File: src/rtl/rand_request_scheduler_pkg.sv
// Shared types, default sizing and the round-robin pick helper for rand_request_scheduler.
package rand_sched_pkg;

    localparam int unsigned DEF_NREQ   = 32'd4;
    localparam int unsigned DEF_WIDTH  = 32'd3;
    localparam int unsigned DEF_SETTLE = 32'd3;
    localparam int unsigned MAX_NREQ   = 32'd8;

    typedef enum logic [0:0] {
        IDLE  = 1'b0,
        OFFER = 1'b1
    } sched_state_e;

    typedef struct packed {
        logic       found;
        logic [2:0] idx;
    } rr_pick_t;

    // First set bit of req_vec at or after ptr, wrapping modulo nreq.
    function automatic rr_pick_t rr_pick(input logic [MAX_NREQ-1:0] req_vec,
                                         input logic [2:0]          ptr,
                                         input int unsigned         nreq);
        rr_pick_t    res;
        int unsigned pos;
        logic        hit;
        res.found = 1'b0;
        res.idx   = 3'd0;
        for (int unsigned i = 32'd0; i < MAX_NREQ; i++) begin
            pos       = (32'(ptr) + i) % nreq;
            hit       = (i < nreq) && req_vec[pos[2:0]] && !res.found;
            res.idx   = hit ? pos[2:0] : res.idx;
            res.found = res.found | hit;
        end
        return res;
    endfunction

endpackage

File: src/rtl/rand_request_scheduler_frame_tick_settle.sv
// Registers frame_clk, detects its rising edge and delays the pulse until the
// generator output has settled.
module frame_tick_settle
    import rand_sched_pkg::*;
#(
    parameter int unsigned SETTLE = DEF_SETTLE
) (
    input  logic Clk,
    input  logic Reset,
    input  logic frame_clk,
    output logic fresh_evt
);

    logic frame_q_r;
    logic frame_prev_r;
    logic edge_s;

    // Sample frame_clk into Clk domain and keep one cycle of history.
    always_ff @(posedge Clk) begin
        if (Reset) begin
            frame_q_r    <= 1'b0;
            frame_prev_r <= 1'b0;
        end else begin
            frame_q_r    <= frame_clk;
            frame_prev_r <= frame_q_r;
        end
    end

    assign edge_s = frame_q_r & ~frame_prev_r;

    if (SETTLE == 32'd0) begin : g_no_settle
        assign fresh_evt = edge_s;
    end else if (SETTLE == 32'd1) begin : g_settle_one
        logic dly_r;
        // Single-stage settle delay.
        always_ff @(posedge Clk) begin
            if (Reset) begin
                dly_r <= 1'b0;
            end else begin
                dly_r <= edge_s;
            end
        end
        assign fresh_evt = dly_r;
    end else begin : g_settle_multi
        logic [SETTLE-1:0] dly_r;
        // Shift the edge pulse through the settle delay line.
        always_ff @(posedge Clk) begin
            if (Reset) begin
                dly_r <= '0;
            end else begin
                dly_r <= {dly_r[SETTLE-2:0], edge_s};
            end
        end
        assign fresh_evt = dly_r[SETTLE-1];
    end

endmodule

File: src/rtl/rand_request_scheduler.sv
// Hands each frame's random value to at most one requester, round-robin, with a
// grant/ack handshake. Optional RAND_SCHED_WHITEN_EN XORs a free-running counter in.
module rand_request_scheduler
    import rand_sched_pkg::*;
#(
    parameter int unsigned NREQ   = DEF_NREQ,
    parameter int unsigned WIDTH  = DEF_WIDTH,
    parameter int unsigned SETTLE = DEF_SETTLE
) (
    input  logic             Clk,
    input  logic             Reset,
    input  logic             frame_clk,
    input  logic [WIDTH-1:0] randnum,
    input  logic [NREQ-1:0]  req,
    input  logic [NREQ-1:0]  ack,
    output logic [NREQ-1:0]  gnt,
    output logic             rand_valid,
    output logic [WIDTH-1:0] rand_data,
    output logic             overrun
);

    localparam int unsigned PTR_W = (NREQ > 32'd1) ? $clog2(NREQ) : 32'd1;

    logic             fresh_evt_s;
    sched_state_e     state_r,   state_nxt_s;
    logic             fresh_r,   fresh_nxt_s;
    logic [PTR_W-1:0] ptr_r,     ptr_nxt_s;
    logic [PTR_W-1:0] win_r,     win_nxt_s;
    logic [NREQ-1:0]  gnt_r,     gnt_nxt_s;
    logic             valid_r,   valid_nxt_s;
    logic [WIDTH-1:0] data_r,    data_nxt_s;
    logic             overrun_r, overrun_nxt_s;
    logic [WIDTH-1:0] latch_val_s;
    rr_pick_t         pick_s;

    frame_tick_settle #(
        .SETTLE    (SETTLE)
    ) u_settle (
        .Clk       (Clk),
        .Reset     (Reset),
        .frame_clk (frame_clk),
        .fresh_evt (fresh_evt_s)
    );

`ifdef RAND_SCHED_WHITEN_EN
    logic [WIDTH-1:0] whiten_cnt_r;

    // Free-running whitening counter.
    always_ff @(posedge Clk) begin
        if (Reset) begin
            whiten_cnt_r <= '0;
        end else begin
            whiten_cnt_r <= whiten_cnt_r + WIDTH'(1);
        end
    end

    assign latch_val_s = randnum ^ whiten_cnt_r;
`else
    assign latch_val_s = randnum;
`endif

    assign pick_s = rr_pick(MAX_NREQ'(req), 3'(ptr_r), NREQ);

    // Next-state, grant and fresh-flag logic; a new fresh_evt overrides the latch clear.
    always_comb begin
        state_nxt_s   = state_r;
        fresh_nxt_s   = fresh_r;
        ptr_nxt_s     = ptr_r;
        win_nxt_s     = win_r;
        gnt_nxt_s     = gnt_r;
        valid_nxt_s   = valid_r;
        data_nxt_s    = data_r;
        overrun_nxt_s = fresh_evt_s & fresh_r;
        case (state_r)
            IDLE: begin
                gnt_nxt_s   = '0;
                valid_nxt_s = 1'b0;
                if (fresh_r && pick_s.found) begin
                    win_nxt_s   = pick_s.idx[PTR_W-1:0];
                    data_nxt_s  = latch_val_s;
                    gnt_nxt_s   = NREQ'(1) << pick_s.idx;
                    valid_nxt_s = 1'b1;
                    fresh_nxt_s = 1'b0;
                    state_nxt_s = OFFER;
                end else begin
                    state_nxt_s = IDLE;
                end
            end
            OFFER: begin
                // Ack and abandon both retire the value; only the winner's bits matter.
                if (ack[win_r] || !req[win_r]) begin
                    ptr_nxt_s   = (win_r == PTR_W'(NREQ - 32'd1)) ? '0 : win_r + PTR_W'(1);
                    gnt_nxt_s   = '0;
                    valid_nxt_s = 1'b0;
                    state_nxt_s = IDLE;
                end else begin
                    state_nxt_s = OFFER;
                end
            end
            default: begin
                gnt_nxt_s   = '0;
                valid_nxt_s = 1'b0;
                state_nxt_s = IDLE;
            end
        endcase
        fresh_nxt_s = fresh_nxt_s | fresh_evt_s;
    end

    // Scheduler state and registered outputs.
    always_ff @(posedge Clk) begin
        if (Reset) begin
            state_r   <= IDLE;
            fresh_r   <= 1'b0;
            ptr_r     <= '0;
            win_r     <= '0;
            gnt_r     <= '0;
            valid_r   <= 1'b0;
            data_r    <= '0;
            overrun_r <= 1'b0;
        end else begin
            state_r   <= state_nxt_s;
            fresh_r   <= fresh_nxt_s;
            ptr_r     <= ptr_nxt_s;
            win_r     <= win_nxt_s;
            gnt_r     <= gnt_nxt_s;
            valid_r   <= valid_nxt_s;
            data_r    <= data_nxt_s;
            overrun_r <= overrun_nxt_s;
        end
    end

    assign gnt        = gnt_r;
    assign rand_valid = valid_r;
    assign rand_data  = data_r;
    assign overrun    = overrun_r;

endmodule

File: config.mk
export PLATFORM = sky130hd
export DESIGN_NAME = rand_request_scheduler
export DESIGN_NICKNAME = d
export VERILOG_FILES = /design/src/rtl/rand_request_scheduler_pkg.sv /design/src/rtl/rand_request_scheduler_frame_tick_settle.sv /design/src/rtl/rand_request_scheduler.sv
export SDC_FILE = /design/constraint.sdc
export NUM_CORES = 1
export LEC_CHECK = 0
export ABC_AREA = 1
export BUFFER_PORTS_ARGS = -buffer_cell sky130_fd_sc_hd__buf_2
export CORE_UTILIZATION = 45
export DETAILED_ROUTE_END_ITERATION = 10
export PLACE_DENSITY = 0.65
export SLEW_MARGIN = 10
export SYNTH_ARGS = -nofsm -noshare
export SYNTH_HDL_FRONTEND = slang
export SYNTH_SLANG_ARGS = --single-unit
File: constraint.sdc
create_clock -name Clk -period 1.91 [get_ports Clk]
set_clock_uncertainty 0.2 [all_clocks]
set_input_delay 0.191 -clock Clk [delete_from_list [all_inputs] [get_ports Clk]]
set_output_delay 0.191 -clock Clk [all_outputs]
set_load 0.02 [all_outputs]
== Word-level counts from Yosys, hierarchy flattened ==
Cells that the tools add are included.

* Bits in registers: 20
* Input port bits: 14
* Output and inout bits: 9
* Logic and storage cells: 69

* Add/subtract/negate cells: 4
* Order comparisons: 5
* Eq/ne operators: 2
* Shift-type cells: 1
* Muxes and demuxes: 27
* Bitwise logic cells: 8
* Reduce and logical (&&, ||, !) cells: 11

{| class="wikitable"
|+ Operators by type and width
! kind !! number
|-
| less-than comparator 2 x 4 -> 1 bit, second input constant || 4
|-
| binary-select mux 1 bit (select 2 bit) || 6
|-
| two-way mux 1 bit || 11
|-
| two-way mux 2 bit || 5
|-
| two-way mux 4 bit || 2
|-
| case mux 4 bit (2 select lines) || 1
|-
| adder 2 x 1 -> 2 bit, second input constant || 2
|-
| adder 2 bit, second input constant || 2
|-
| logical AND 1 bit || 4
|-
| zero test 1 bit || 4
|-
| bitwise OR 1 bit || 4
|-
| case mux 1 bit (2 select lines) || 2
|-
| AND reduction 2 bit || 2
|-
| << shifter 1 x 2 -> 4 bit, first input constant || 1
|-
| less-than comparator 2 x 3 -> 1 bit, second input constant || 1
|-
| AND 1 bit || 2
|-
| == test 2 bit, second input constant || 1
|-
| inequality test 2 x 1 -> 1 bit, second input constant || 1
|-
| NOT 1 bit || 2
|-
| logical OR 1 bit || 1
|}

== Longest topological paths before layout ==
Gate-level depths: netlist of run 1.

* Depth after elaboration: 15
* Mapped depth: 12
* Depth with buffers taken out: 11

== Hierarchy ==
From an unflattened synthesis of run 1, not the netlist that was laid out.

* Cell total of the unflattened synthesis: 155
* Area, all modules: 1116.1 µm²

{| class="wikitable"
|+ By module, submodules not included
! module !! times used !! cells each !! area each (µm²) !! seq. area each (µm²)
|-
| rand_request_scheduler || 1 || 140 || 973.4 || 300.3
|-
| frame_tick_settle || 1 || 15 || 142.6 || 100.1
|}

== Worst setup path after synthesis of run 1 ==
No wires, ideal clock.

* Path kind: register -> register
* Start point: register ptr_r[0]
* End point: register data_r[0], in the netlist rand_data[0]
* Setup time: 0.116 ns
* Data arrival time: 1.307 ns
* Setup slack: 0.287 ns
* Cell stages (with the launch flop): 12
* Period minus slack after synthesis: 1.623 ns
* Path through: dfxtp_1 -> buf_6 -> nand2_1 -> nand2_1 -> nand2_1 -> nand2_4 -> nand3_2 -> nand2_2 -> nor2_4 -> buf_6 -> o21ai_0 -> nor2_1

* Longest elaborated chain between the ends: 13
* Elaborated cells between the ends (all ways): 22
* Classes of those cells: add/sub: 3; mux: 8; bitwise: 3; reduce/logical: 8

{| class="wikitable"
|+ Ends and longest elaborated chain
! element !! line !! source
|-
| start, declared || rand_request_scheduler.sv:27 || <nowiki>logic [PTR_W-1:0] ptr_r, ptr_nxt_s;</nowiki>
|-
| start signal, assigned || rand_request_scheduler.sv:123 || <nowiki>ptr_r <= ptr_nxt_s;</nowiki>
|-
| adder 2 x 1 -> 2 bit / binary-select mux 1 bit (select 2 bit) (equally long branches) || rand_request_scheduler_pkg.sv:29, rand_request_scheduler_pkg.sv:30 ||
|-
| binary-select mux 1 bit (select 2 bit) / two-way mux 1 bit (equally long branches) || rand_request_scheduler_pkg.sv:30 || <nowiki>hit = (i < nreq) && req_vec[pos[2:0]] && !res.found;</nowiki>
|-
| two-way mux 1 bit (implied by the code) / zero test 1 bit (equally long branches) || rand_request_scheduler_pkg.sv:30 ||
|-
| logical AND 1 bit || rand_request_scheduler_pkg.sv:30 ||
|-
| bitwise OR 1 bit || rand_request_scheduler_pkg.sv:32 || <nowiki>res.found = res.found | hit;</nowiki>
|-
| zero test 1 bit || rand_request_scheduler_pkg.sv:30 ||
|-
| logical AND 1 bit || rand_request_scheduler_pkg.sv:30 ||
|-
| bitwise OR 1 bit || rand_request_scheduler_pkg.sv:32 ||
|-
| zero test 1 bit || rand_request_scheduler_pkg.sv:30 ||
|-
| logical AND 1 bit || rand_request_scheduler_pkg.sv:30 ||
|-
| bitwise OR 1 bit * || rand_request_scheduler_pkg.sv:32 ||
|-
| logical AND 1 bit * || rand_request_scheduler.sv:78 || <nowiki>if (fresh_r && pick_s.found) begin</nowiki>
|-
| AND reduction 2 bit (no source line) * || -- ||
|-
| end signal, assigned || rand_request_scheduler.sv:127 || <nowiki>data_r <= data_nxt_s;</nowiki>
|-
| end, declared || rand_request_scheduler.sv:31 || <nowiki>logic [WIDTH-1:0] data_r, data_nxt_s;</nowiki>
|}

Every way passes the cells marked *; elsewhere a longest branch is shown, timed or not. The select of a mux whose other input is x is not followed.
A chain may end at the register's enable or synchronous reset.

== Worst setup path in the final report of run 1 ==
* Start point: register ptr_r[0]
* End point: register win_r[0]

* Longest elaborated chain between the ends: 13
* Elaborated cells between the ends (all ways): 26
* Classes of those cells: add/sub: 3; mux: 12; bitwise: 3; reduce/logical: 8

{| class="wikitable"
|+ Ends and longest elaborated chain
! element !! line !! source
|-
| adder 2 x 1 -> 2 bit / binary-select mux 1 bit (select 2 bit) (equally long branches) || rand_request_scheduler_pkg.sv:29, rand_request_scheduler_pkg.sv:30 ||
|-
| binary-select mux 1 bit (select 2 bit) / two-way mux 1 bit (equally long branches) || rand_request_scheduler_pkg.sv:30 ||
|-
| two-way mux 1 bit (implied by the code) / zero test 1 bit (equally long branches) || rand_request_scheduler_pkg.sv:30 ||
|-
| logical AND 1 bit || rand_request_scheduler_pkg.sv:30 ||
|-
| bitwise OR 1 bit || rand_request_scheduler_pkg.sv:32 ||
|-
| zero test 1 bit || rand_request_scheduler_pkg.sv:30 ||
|-
| logical AND 1 bit || rand_request_scheduler_pkg.sv:30 ||
|-
| bitwise OR 1 bit || rand_request_scheduler_pkg.sv:32 ||
|-
| zero test 1 bit || rand_request_scheduler_pkg.sv:30 ||
|-
| logical AND 1 bit || rand_request_scheduler_pkg.sv:30 ||
|-
| bitwise OR 1 bit || rand_request_scheduler_pkg.sv:32 ||
|-
| logical AND 1 bit || rand_request_scheduler.sv:78 ||
|-
| AND reduction 2 bit (no source line) || -- ||
|-
| end signal, assigned || rand_request_scheduler.sv:124 || <nowiki>win_r <= win_nxt_s;</nowiki>
|-
| end, declared || rand_request_scheduler.sv:28 || <nowiki>logic [PTR_W-1:0] win_r, win_nxt_s;</nowiki>
|}

Parallel ways exist; a longest one is shown, timed or not. The select of a mux whose other input is x is not followed.

==> impl_metrics.json, run 1 <==
{
  "ir_drop_mv": 0.4696,
  "grt_max_degree": 14,
  "drc": 0,
  "status": "finished clean",
  "pre_cts_ws_ns": 0.08921,
  "htreeDepth": 1,
  "min_path_type": "reg2reg",
  "track_usage_pct": 20.42,
  "clk_pin_slew_ns": 0.12,
  "report.final.slew_viol_count": 0,
  "cts-buffers-inserted": 3,
  "syn_area_um2": 1059,
  "cap_violations": 0,
  "fin_crit_sh_pct": 96.72,
  "synth_seq_cells": 20,
  "synthAdderAreaFrac_pct": 1.182,
  "critPathKind": "reg2reg",
  "worstPathArrival_ns": 1.85,
  "insertion_delay_ns": 0.30,
  "syn-num-nets": 176,
  "layout.cells.non_filler": 223,
  "core_um2": 2212,
  "die_w_um": 50.50,
  "die_h_um": 50.50,
  "drtIter0Drc": 25,
  "pin_count": 23,
  "final_nets": 211,
  "syn_to_final_growth_pct": 26.83,
  "grt_overflow": 0,
  "synth_compound_area_share_pct": 11.58,
  "rows": 17,
  "dpl_cell_area_um2": 1181,
  "clock.fmax_mhz": 541.3,
  "antenna-diode-count": 0,
  "hpwl_um": 1782,
  "gp_congestion": 0.7995,
  "slew-limit-headroom_pct": 73.84,
  "powerDensity_nw_per_um2": 647.0,
  "clockBufferDepth": 2,
  "vias": 1102,
  "dp.cells": 209,
  "finish.utilization_pct": 60.69,
  "start_util_pct": 47.85,
  "detail-route-antenna-nets": 0,
  "syn-mean-instance-area_um2": 6.575,
  "muxShareOfSynthArea_pct": 0,
  "worst_hold_slack_ns": 0.2036,
  "yosysSeqAreaShare_pct": 37.83,
  "layout-drive-gt1-share_pct": 26.15,
  "synth.distinct_cells": 22,
  "wirelength_um": 2546,
  "grt_pass1_vias": 964,
  "wl_per_cell_um": 11.42,
  "crit_fanout": 10,
  "hold_violations": 0,
  "synth_top_family_by_area": "simple AND/OR/NAND/NOR gates",
  "netlist_instances": 161,
  "portBuffers": 22,
  "cp-end-kind": "register",
  "cts.sinks": 20,
  "report.final.setup_viol": 0,
  "cts_tree": "built",
  "fin_area_um2": 1343,
  "cp-start-kind": "register",
  "post_drt_via_cell_ratio": 4.942,
  "grt_pass1_wl_um": 3933,
  "drt_first_pass_iters": 4,
  "yosysWarnings": 0,
  "synthSimpleGateAreaFrac_pct": 39.48,
  "synth_xor_area_share_pct": 0,
  "die_area_um2": 2550,
  "leakage_nw": 0.6698,
  "layout_setup_ws_ns": 0.06261,
  "cts-root-buf": "clkbuf_4",
  "worstMarginPinSlew_ns": 0.3909,
  "period_needed_ns": 1.847,
  "critPathRequiredTime_ns": 1.91,
  "antenna_found_initial": 0
}
-- cell families after synthesis --
logic type | Yosys count
compound gates | 23
fa+ha+maj | 1
buf+inv | 22
flops | 20
simple gates | 95
-- worst max-delay path, cell delays in order (launching register included) --
cell and delay (ns):
dfxtp_2 0.39, buf_4 0.18, nand2_1 0.06, nand2_1 0.14, nand2_2 0.09, nand2_4 0.09, nand3_2 0.07, nand2_2 0.11
nor2_4 0.06, buf_4 0.14, o21ai_0 0.15, a21oi_1 0.07
-- routing by layer --
metal  vias to the layer above  part of all wire, %  track usage (%)
met1                       485                   45            24.53
met5                         -                    0                0
met4                         0                 0.55            6.944
li1                        578                    -                -
met2                        37                   51            36.89
met3                         2                  3.9            2.727
-- area by class of cell --
| type | count | area (um2) |
|---|---|---|
| flip-flops and latches | 20 | 402.9 |
| repair buffers | 33 | 207.7 |
| well taps | 28 | 35.03 |
| fillers | 212 | 869.6 |
| inverters | 18 | 67.56 |
| multi-input cells | 120 | 576.8 |
| clock inverters | 1 | 30.03 |
| clock buffers | 3 | 22.52 |
-- report_power, final --
part	internal, mW	switching (mW)	total, mW
logic	0.0413	0.0606	0.102
clock network	0.212	0.129	0.341
registers	0.423	0.00293	0.426
-- cells in the final DEF (no fill, tap or decap), drive strengths merged, types with 3 or more instances in the layout --
| cell | Yosys | routed |
|---|---|---|
| dlygate4sd3 | 0 | 6 |
| inv | 18 | 18 |
| nor2 | 17 | 18 |
| clkbuf | 1 | 3 |
| buf | 3 | 27 |
| a21oi | 10 | 10 |
| o21ai | 10 | 10 |
| nand3 | 10 | 10 |
| nand4 | 3 | 3 |
| nand2 | 64 | 64 |
| dfxtp | 20 | 20 |
-- flip-flops by register name, summed over array words and instances (netlist names) --
register / flops
u_settle.frame_prev_r: 1
gnt: 4
rand_valid: 1
state_r: 1
rand_data: 3
ptr_r: 2
u_settle.g_settle_multi.dly_r: 3
win_r: 2
fresh_r: 1
overrun: 1
u_settle.frame_q_r: 1
-- through the flow --
step / power, mW / TNS (ns)
final: 0.8687 / 0
after global routing: 0.9008 / -0.07179
after CTS: 0.8637 / 0
after detailed placement: 0.5219 / 0
after global placement: 0.5188 / 0
after floorplan: 0.4920 / 0
-- repair_timing --
item	CTS	global route
endpoints found under the hold margin	7	0
hold buffers	6	0
buffers inserted	0	3
setup endpoints to repair	0	8
gates resized for setup	0	8
-- worst paths after layout --
path / from / depth (start not counted) / to / slack, ns
worst min-delay path: u_settle.frame_prev_r / 1 / u_settle.g_settle_multi.dly_r[0] / 0.20
worst min register to register: u_settle.frame_prev_r / 1 / u_settle.g_settle_multi.dly_r[0] / 0.20
worst max-delay path: ptr_r[0] / 11 / win_r[0] / 0.06
worst max register to register: ptr_r[0] / 11 / win_r[0] / 0.06
-- cells in the mapped netlist --
cell type | n | area share (%)
a21oi_1 | 10 | 4.7
buf_6 | 3 | 3.2
clkbuf_1 | 1 | 0.35
dfxtp_1 | 20 | 38
ha_1 | 1 | 1.2
inv_1 | 16 | 5.7
inv_2 | 2 | 0.71
nand2_1 | 58 | 21
nand2_2 | 4 | 2.4
nand2_4 | 2 | 2.1
nand3_1 | 9 | 4.3
nand3_2 | 1 | 0.95
nand4_1 | 3 | 1.8
nor2_1 | 15 | 5.3
nor2_2 | 1 | 0.59
nor2_4 | 1 | 1.1
nor3_1 | 1 | 0.47
o21a_1 | 1 | 0.71
o21ai_0 | 8 | 3.8
o21ai_1 | 2 | 0.95
o221ai_1 | 1 | 0.83
o22ai_1 | 1 | 0.59
Note: power is estimated with default switching activity, not from simulation.
==> run 2: changes to the inputs <==
--- a/config.mk
+++ b/config.mk
@@ -5,11 +5,12 @@
 export SDC_FILE = /design/constraint.sdc
 export NUM_CORES = 1
 export LEC_CHECK = 0
-export ABC_AREA = 1
 export BUFFER_PORTS_ARGS = -buffer_cell sky130_fd_sc_hd__buf_2
+export CAP_MARGIN = 20
 export CORE_UTILIZATION = 45
 export DETAILED_ROUTE_END_ITERATION = 10
-export PLACE_DENSITY = 0.65
+export PLACE_DENSITY = 0.67
+export SETUP_SLACK_MARGIN = 0.15
 export SLEW_MARGIN = 10
 export SYNTH_ARGS = -nofsm -noshare
 export SYNTH_HDL_FRONTEND = slang
==> run 2 against run 1 <==
Against the previous run: wire length is 30% lower; largest power group unchanged; core utilization is 2.0 points higher; register-to-register slack better by 0.17 ns; highest routed layer is now met3; clock power is 47% lower; critical path depth is 5 lower; die area is 16% lower; sequential power hardly changed; count of clock-buffer cells in the layout stayed put; non-clock buffer count is 4 lower; sequential share of layout area is 6.0 points higher.
==> impl_metrics.json, run 2 <==
{
  "status": "finished clean",
  "pre_cts_ws_ns": 0.1745,
  "min_path_type": "in2reg",
  "cp-end-kind": "register",
  "dp.cells": 136,
  "rsz0062_at_grt": "false",
  "synth-async-reset-ratio_pct": 0,
  "portBuffers": 22,
  "grt_pass1_wl_um": 2787,
  "final_nets": 136,
  "rows": 15,
  "detail-route-antenna-nets": 0,
  "ir_drop_mv": 0.5451,
  "die_area_um2": 2141,
  "start_util_pct": 49.47,
  "worst_hold_slack_ns": 0.08730,
  "report.final.setup_viol": 0,
  "critPathRequiredTime_ns": 1.94,
  "insertion_delay_ns": 0.28,
  "powerDensity_nw_per_um2": 603.8,
  "hold_violations": 0,
  "htreeDepth": 1,
  "gp_congestion": 0.7327,
  "synth_common_cells": "20 x dfxtp_1, 11 x nand2_1, 10 x nor2b_1, 8 x a21oi_1, 4 x a32o_1",
  "core_um2": 1783,
  "worstMarginPinSlew_ns": 0.3508,
  "cts-buffers-inserted": 3,
  "cts_tree": "built",
  "synth_ff_type": "dfxtp_1",
  "synth_largest_area_cell": "dfxtp_1",
  "cp-start-kind": "register",
  "syn-num-nets": 104,
  "pin_count": 23,
  "finish.utilization_pct": 62.67,
  "fin_crit_sh_pct": 87.89,
  "syn-mean-instance-area_um2": 9.911,
  "worstPathArrival_ns": 1.71,
  "dpl_cell_area_um2": 1030,
  "timing.rr.end": "gnt[0]",
  "r2r-start": "win_r[0]",
  "largest_reg_flops": 4,
  "crit_path_end": "gnt[0]",
  "hpwl_um": 1317,
  "wl_per_cell_um": 12.42,
  "die_w_um": 46.28,
  "leakage_nw": 0.4981,
  "antenna-diode-count": 0,
  "fin_tns_setup_ns": 0,
  "r2r_slack_ns": 0.23,
  "report.final.slew_viol_count": 0,
  "cts-root-buf": "clkbuf_4",
  "final_cell_mix": "22 x buf_2, 18 x dfxtp_1, 11 x nand2_1",
  "layout_setup_ws_ns": 0.2313,
  "drt_first_pass_iters": 4,
  "fin_area_um2": 1117,
  "crit_fanout": 6,
  "grt_pass1_vias": 657,
  "syn_area_um2": 882.1,
  "synth.distinct_cells": 34,
  "drc": 0,
  "cap_violations": 0,
  "track_usage_pct": 18.46,
  "grt_overflow": 0,
  "r2r_cells": 6,
  "yosysSeqAreaShare_pct": 45.39,
  "clk_pin_slew_ns": 0.09,
  "yosysMostFrequentCell": "dfxtp_1",
  "slew-limit-headroom_pct": 76.62,
  "netlist_instances": 89,
  "antenna_found_initial": 0,
  "synth_top_area_share_pct": 45.39,
  "grt_max_degree": 16,
  "period_needed_ns": 1.679,
  "layout.cells.non_filler": 144,
  "final_common_cell": "buf_2",
  "critPathKind": "reg2reg",
  "cts.sinks": 20,
  "syn_to_final_growth_pct": 26.67,
  "wirelength_um": 1788,
  "yosysWarnings": 0,
  "synth_edf_count": 0,
  "ys_top_cells_by_area": "dfxtp_1 45%, nor2b_1 7.1%, nand2_1 4.7%",
  "drtIter0Drc": 3,
  "p_total_mw": 0.6746,
  "layout-drive-gt1-share_pct": 30.25,
  "synth_seq_cells": 20,
  "post_drt_via_cell_ratio": 5.132,
  "vias": 739,
  "clock.fmax_mhz": 595.7,
  "critPathLaunch": "win_r[0]",
  "clockBufferDepth": 2,
  "die_h_um": 46.28
}
==> run 2: changes by cell type after synthesis, sizes merged, moves of 3 or more <==
| cell | delta |
|---|---|
| nand4 | -3 |
| nand2 | -52 |
| inv | -16 |
| nand3 | -10 |
| nor2b | +10 |
| o21ai | -7 |
| buf | -3 |
| nor2 | -14 |
| a32o | +4 |
==> run 2: cells by family (layout without fill, tap and decap cells) <==
group | after synthesis | count (layout) | share of synthesized area, %
flip-flops | 20 | 20 | 45.39
adder cells (fa/ha/maj) | 1 | 1 | 1.418
AO/OA/AOI/OAI | 24 | 24 | 19.43
AND/OR/NAND/NOR | 40 | 40 | 31.91
buffers and inverters | 4 | 34 | 1.843
==> run 2: how the worst min path moves through the flow <==
stage / cells after the start / slack [ns] / from / endpoint
2_1_floorplan: 1 / 0.07 / Reset / u_settle.frame_prev_r
3_3_place_gp: 1 / 0.17 / u_settle.frame_prev_r / u_settle.g_settle_multi.dly_r[0]
3_5_place_dp: 1 / 0.18 / u_settle.frame_prev_r / u_settle.g_settle_multi.dly_r[0]
4_1_cts: 2 / 0.07 / Reset / u_settle.g_settle_multi.dly_r[2]
5_1_grt: 2 / 0.09 / Reset / u_settle.frame_q_r
6_report: 2 / 0.09 / Reset / u_settle.g_settle_multi.dly_r[2]
==> run 2: routing by layer <==
layer / vias to the layer above / share of wire [%] / routed length [um] / track usage [%]
li1: 391 / - / - / -
met1: 334 / 50 / 892 / 24.29
met2: 14 / 47 / 834 / 30.42
met3: 0 / 3.4 / 61 / 4.706
met4: 0 / 0 / 0 / 3.529
met5: - / 0 / 0 / 0
==> run 2: area by class of cell <==
class / instances / area [um2]
fill: 162 / 665.6
inverter: 2 / 7.507
sequential: 20 / 402.9
tap: 25 / 31.28
clock buffer: 3 / 22.52
timing repair buffer: 29 / 172.7
multi-input combinational: 65 / 480.5
==> run 2: what timing repair did <==
action	in CTS	in global routing
setup buffers	0	1
setup endpoints to repair	0	7
resized for setup	0	4
hold buffers	4	0
endpoints found under the hold margin	4	0
==> run 2: worst max-delay path, stage by stage (launching register included) <==
cell and delay, ns:
dfxtp_2 0.36, buf_4 0.15, nor4b_4 0.26, nor4_4 0.06
buf_4 0.16, nor3b_4 0.28, a32o_1 0.17
==> run 2: report_power, final <==
group	total [mW]	internal, mW	switching (mW)	leakage (nW)
Sequential	0.423	0.422	0.00167	0.163
Clock	0.181	0.0732	0.108	0.0138
Combinational	0.0700	0.0342	0.0358	0.321
Total	0.675	0.529	0.146	0.498
